<file path="config.mk">
export PLATFORM = sky130hd
export DESIGN_NAME = result_store_ctrl
export DESIGN_NICKNAME = d
export VERILOG_FILES = /design/src/rtl/result_store_ctrl.sv
export SDC_FILE = /design/constraint.sdc
export NUM_CORES = 1
export LEC_CHECK = 0
export ABC_AREA = 1
export CAP_MARGIN = 20
export CORE_ASPECT_RATIO = 1.25
export CORE_MARGIN = 8
export CORE_UTILIZATION = 34
export DETAILED_ROUTE_END_ITERATION = 7
export GPL_TIMING_DRIVEN = 0
export SKIP_LAST_GASP = 1
export SLEW_MARGIN = 20
export SYNTH_ARGS = -nofsm -noshare
export SYNTH_HDL_FRONTEND = slang
export SYNTH_SLANG_ARGS = --single-unit
</file>
<file path="constraint.sdc">
create_clock -name clk -period 4.4 [get_ports clk]
set_clock_uncertainty 0.1 [all_clocks]
set_input_delay 1.1 -clock clk [delete_from_list [all_inputs] [get_ports clk]]
set_output_delay 1.1 -clock clk [all_outputs]
set_load 0.02 [all_outputs]
</file>
<file path="src/rtl/result_store_ctrl.sv">
// Sequencer between the convolution output datapath and the result register file.
// Assigns raster-order (i, j) indices to accepted results and pulses done at frame end.
module result_store_ctrl #(
   parameter int unsigned W  = 28,
   parameter int unsigned H  = 28,
   parameter int unsigned DW = 19
) (
   input  logic          clk,
   input  logic          rst,
   input  logic          i_start,
   input  logic          i_abort,
   input  logic          i_hold,
   input  logic          i_in_valid,
   input  logic [DW-1:0] i_in_data,
   output logic          o_in_ready,
   output logic          o_store,
   output logic [DW-1:0] o_result,
   output logic [4:0]    o_i,
   output logic [4:0]    o_j,
   output logic          o_done,
   output logic          o_busy
);

   typedef enum logic [1:0] {StIdle, StRun, StFlush, StDone} state_t;

   localparam logic [4:0] LastCol = 5'(W - 1);
   localparam logic [4:0] LastRow = 5'(H - 1);

   state_t          r_state, w_state_d;
   logic [4:0]      r_row, r_col, w_row_d, w_col_d;
   logic            r_store;
   logic [DW-1:0]   r_result;
   logic [4:0]      r_i, r_j;
   logic            w_accept;
   logic            w_last;

   // in_ready depends only on state and hold so the source cannot form a loop through it
   assign o_in_ready = (r_state == StRun) && !i_hold;
   assign w_accept   = i_in_valid && o_in_ready;
   assign w_last     = (r_row == LastRow) && (r_col == LastCol);

   always_comb begin
      w_state_d = r_state;
      w_row_d   = r_row;
      w_col_d   = r_col;
      if (i_abort) begin
         w_state_d = StIdle;
         w_row_d   = 5'd0;
         w_col_d   = 5'd0;
      end else begin
         case (r_state)
            StIdle: begin
               if (i_start) begin
                  w_state_d = StRun;
                  w_row_d   = 5'd0;
                  w_col_d   = 5'd0;
               end
            end
            StRun: begin
               if (w_accept) begin
                  if (r_col == LastCol) begin
                     w_col_d = 5'd0;
                     w_row_d = r_row + 5'd1;
                  end else begin
                     w_col_d = r_col + 5'd1;
                  end
                  if (w_last) begin
                     w_state_d = StFlush;
                  end
               end
            end
            StFlush: w_state_d = StDone;
            StDone:  w_state_d = StIdle;
            default: w_state_d = StIdle;
         endcase
      end
   end

   always_ff @(posedge clk or negedge rst) begin
      if (!rst) begin
         r_state <= StIdle;
         r_row   <= 5'd0;
         r_col   <= 5'd0;
      end else begin
         r_state <= w_state_d;
         r_row   <= w_row_d;
         r_col   <= w_col_d;
      end
   end

   // An accept on the abort cycle still produces its store on the following cycle
   always_ff @(posedge clk or negedge rst) begin
      if (!rst) begin
         r_store  <= 1'b0;
         r_result <= '0;
         r_i      <= 5'd0;
         r_j      <= 5'd0;
      end else begin
         r_store <= w_accept;
         if (w_accept) begin
            r_result <= i_in_data;
            r_i      <= r_row;
            r_j      <= r_col;
         end
      end
   end

   assign o_store  = r_store;
   assign o_result = r_result;
   assign o_i      = r_i;
   assign o_j      = r_j;
   assign o_done   = (r_state == StDone);
   assign o_busy   = (r_state == StRun) || (r_state == StFlush);

endmodule

</file>
Word-level counts from Yosys, hierarchy flattened
Index checks and enable logic that the tools add are counted.

word-level totals
  flip-flop bits (word level) = 42
  input bits = 25
  output and inout bits = 33
  logic and storage cells = 42

cells by class
  add/subtract/negate cells = 2
  equal/unequal tests = 9
  muxes and demuxes = 14
  reductions and logical operators = 10

operator list
  cell                                                                    count
  5-bit two-way mux                                                       7
  5-bit case mux with 2 select lines                                      2
  5-bit by 1-bit adder with 5-bit output (second input constant)          2
  5-bit equality test (second input constant)                             2
  3-bit != test (second input constant)                                   3
  2-bit two-way mux                                                       4
  2-bit case mux with 4 select lines                                      1
  3-bit AND reduction                                                     2
  2-bit equality test (second input constant)                             2
  4-bit AND reduction                                                     1
  1-bit logical AND                                                       3
  3-bit by 2-bit != test with 1-bit output (second input constant)        1
  3-bit nonzero test                                                      1
  2-bit by 1-bit equality test with 1-bit output (second input constant)  1
  2-bit logical NOT                                                       1
  1-bit logical NOT                                                       1
  1-bit logical OR                                                        1

Longest topological paths before layout
Gate-level depths: netlist (run 1).

  depth in word-level cells = 6
  depth in mapped cells = 9
  depth with buffers taken out = 9

Worst setup path after synthesis (run 1)
No wires, ideal clock.

  path type = input to output
  start = in i_hold
  end = out o_in_ready
  data arrival time = 1.393 ns
  data required time = 3.200 ns
  path slack = 1.807 ns
  stages = 1
  buffers on the path = 0
  cells stage by stage = nor2_1

between the ends
  longest elaborated chain between the ends = 2

ends and longest elaborated chain
  element             RTL line  source
  start: declaration  12        input logic i_hold,
  1-bit logical NOT   38        assign o_in_ready = (r_state == StRun) && !i_hold;
  1-bit logical AND   38
  end: declaration    15        output logic o_in_ready,

Every way passes these cells.

Worst setup path after layout (run 1)
Ends and elaborated chain as after synthesis.

==> results.yml, run 1 <==
drt:
  totalWireLength_mm: 4.561
  drt_iter0_drc: 105
  routed_via_density: 4.538
  routedWlPerCell_um: 12.85
  drcViolationCount: 0
  drtPass1Iterations: 4
  via_count: 1611
  ant_nets: 0
synthesis:
  synth_area_sq_um: 1921
  syn_avg_cell_area_sq_um: 8.461
  syn-num-nets: 259
  ys.flop_type: "dfrtp_1"
  synthCells: 227
  synth-edff-count: 0
  yosys.area.top_type: "dfrtp_1"
  yosysWarnings: 0
  synth_area_leaders: "dfrtp_1 55%, nand2_1 20%, ha_1 4.6%"
  ys_ff_latch: 42
  seq_area_frac_synth_pct: 54.72
  synth_top_area_share_pct: 54.72
  async_flop_share_pct: 100.0
  synth.distinct_cells: 20
cts:
  postCtsHoldBufs: 0
  ctsHtreeMaxLevel: 2
  clock_path_buffers: 2
  cts_buffers: 5
  cts_resized: 0
  clock_latency_ps: 280
  clock-root-buffer: "clkbuf_8"
  clkTransAtPathRegs_ps: 70
  cts_setup_buffers: 0
  cts_tree: "built"
  cts_sinks: 42
worst_setup_path:
  crit_path_end_kind: "output pin"
  cp-start-kind: "primary input"
  worstPathArrival_ps: 2230
  critPathRequiredTime_ps: 3200
  worst-path-max-fanout: 2
  path_class: "in2out"
cells_and_area:
  diodes: 0
  fin_cells: 355
  drive_gt1_share_pct: 8.591
  nFillCells: 547
  fin_nets: 324
  syn2layout_area_growth_pct: 39.35
min_path:
  hold_class: "reg2reg"
floorplanning:
  dieArea_sq_um: 8325
  initial_core_util_pct: 35.29
  core_area_sq_um: 5443
  die_h_um: 100.0
  rows: 30
  die_w_um: 83.23
  pin_count: 58
status:
  status: "finished, final reports clean"
sta:
  setup_viol: 0
  fin_crit_ps: 3434
  slew_headroom_pct: 63.01
  clock.fmax_mhz: 291.2
  hold_viol: 0
  finalMaxSlewViolations: 0
  setup_tns_ps: 0
  finalCritPeriodShare_pct: 78.04
  worst_pin_slew_ps: 554.8
  final.hold.worst_slack_ps: 379.4
  rsz0062_at_grt: "false"
power:
  leakage_nw: 1.299
  power_density_nw_per_um2: 549.8
  ir_drop_mv: 0.2326
placed_design:
  portBuffers: 57
  dp_cells: 349
  gp_congestion: 0.7663
  dp_hpwl_mm: 3.550
grt:
  grt_pass1_wl_mm: 8.238
  track_usage_pct: 11.89
  grt_pass1_vias: 1674
  grt_max_degree: 23
  overflow: 0
  antenna_found_initial: 0
run:
  max_cap_viol_count: 0
[per-layer routing]
layer / wire (um) / track usage [%] / vias to the layer above / part of all wire [%]
met1: 2223 / 15.05 / 715 / 49
met2: 2013 / 18.94 / 48 / 44
met4: 59 / 3.659 / 0 / 1.3
li1: - / - / 842 / -
met5: 0 / 0 / - / 0
met3: 265 / 3.566 / 6 / 5.8
[where the power goes]
| group | switching, W | leakage (nW) | internal, W | total [W] |
|---|---|---|---|---|
| clock network | 0.000120 | 0.0431 | 0.000121 | 0.000241 |
| logic | 0.000364 | 0.702 | 0.000300 | 0.000664 |
| registers | 0.0000656 | 0.554 | 0.000501 | 0.000566 |
| total | 0.000549 | 1.30 | 0.000922 | 0.00147 |
[synth_stat cells, types with 2 or more instances]
cell / count
nor2_1: 9
dfrtp_1: 42
nand2_1: 102
inv_1: 14
nand2_2: 2
clkbuf_1: 2
buf_4: 2
nand3_2: 2
ha_1: 7
buf_2: 3
nand4_1: 7
o21ai_1: 3
inv_2: 3
o21ai_0: 17
nand3_1: 7
[cell type report]
cell class                      instances  area (sq um)  area share [%]
Clock buffer                            6         82.58           3.086
Sequential cell                        42          1051           39.27
Buffer                                  8         48.80           1.823
Inverter                               17         63.81           2.384
Timing Repair Buffer                   58         593.1           22.16
Tap cell                               64         80.08           2.992
Multi-Input combinational cell        160         757.0           28.28
[flip-flops by register name, summed over array words and instances, names as in the netlist]
name      count
o_i           5
o_j           5
o_result     19
o_store       1
r_col         5
r_row         5
r_state       2
[placed cells by master, fill, tap and decap left out]
master / netlist / final
nor2_8: 1 / 1
inv_1: 14 / 14
nor2_2: 1 / 1
clkbuf_8: 0 / 6
buf_16: 0 / 1
o21ai_2: 1 / 1
or2_2: 1 / 1
nand2_1: 102 / 102
inv_2: 3 / 3
buf_6: 1 / 1
nand2_2: 2 / 2
nand3_2: 2 / 2
nand3_1: 7 / 7
o21ai_1: 3 / 3
clkdlybuf4s50_1: 0 / 56
o21ai_0: 17 / 17
ha_1: 7 / 7
buf_4: 2 / 2
nand4_1: 7 / 7
dfrtp_1: 42 / 42
buf_2: 3 / 4
clkbuf_1: 2 / 2
nor2_1: 9 / 9
[path summary, 6_finish.rpt]
kind | start | slack, ps | end | cells past startpoint
max | i_hold | 970 | o_in_ready | 3
max reg2reg | r_state[1]$_DFFE_PN0P_ | 2570 | r_col[4]$_DFFE_PN0P_ | 7
min in group asynchronous | rst | 690 | o_result[0]$_DFFE_PN0P_ | 1
max in group asynchronous | rst | 3010 | o_result[18]$_DFFE_PN0P_ | 2
min | o_result[10]$_DFFE_PN0P_ | 380 | o_result[10]$_DFFE_PN0P_ | 2
min reg2reg | o_result[10]$_DFFE_PN0P_ | 380 | o_result[10]$_DFFE_PN0P_ | 2
[through the flow]
stage | power, W | worst slack, ps | area [sq um] | util, %
2_1_floorplan | 0.0009334 | 1807 | 1921 | -
3_3_place_gp | 0.001239 | 955.4 | 2571 | 47.24
3_5_place_dp | 0.001251 | 965.3 | 2594 | 47.66
4_1_cts | 0.001500 | 953.2 | 2676 | 49.17
5_1_grt | 0.001593 | 904.7 | 2676 | 49.17
6_report | 0.001471 | 966.4 | 2676 | 49.17
[kinds of logic (layout without fill, tap and decap cells)]
kind of cell / Yosys count / after routing / synth area share [%]
compound gates: 21 / 21 / 5.668
fa+ha+maj: 7 / 7 / 4.560
buf+inv: 25 / 89 / 5.863
flops: 42 / 42 / 54.72
simple gates: 132 / 132 / 29.19
[worst max-delay path: stages]
cell	delay, ps
clkdlybuf4s50_1	410
nor2_1	110
clkdlybuf4s50_1	610
(Power assumes the default switching activity.)
==> inputs of run 2 (changes only) <==
Clock period 4.4 ns to 3.4 ns, I/O delays scaled along.
==> results of run 2 <==
Same layout as run 1 (identical final DEF). Status: finished, final reports clean.
Among the figures that moved: setup slack after placement 965.3 ps -> 465.3 ps; setup slack after layout 966.4 ps -> 448.0 ps; start point of the critical path i_hold -> r_state[1]$_DFFE_PN0P_; register-to-register setup slack 2570 ps -> 1570 ps; total power 0.001471 W -> 0.001904 W; worst IR drop on VDD 0.2326 mV -> 0.3010 mV
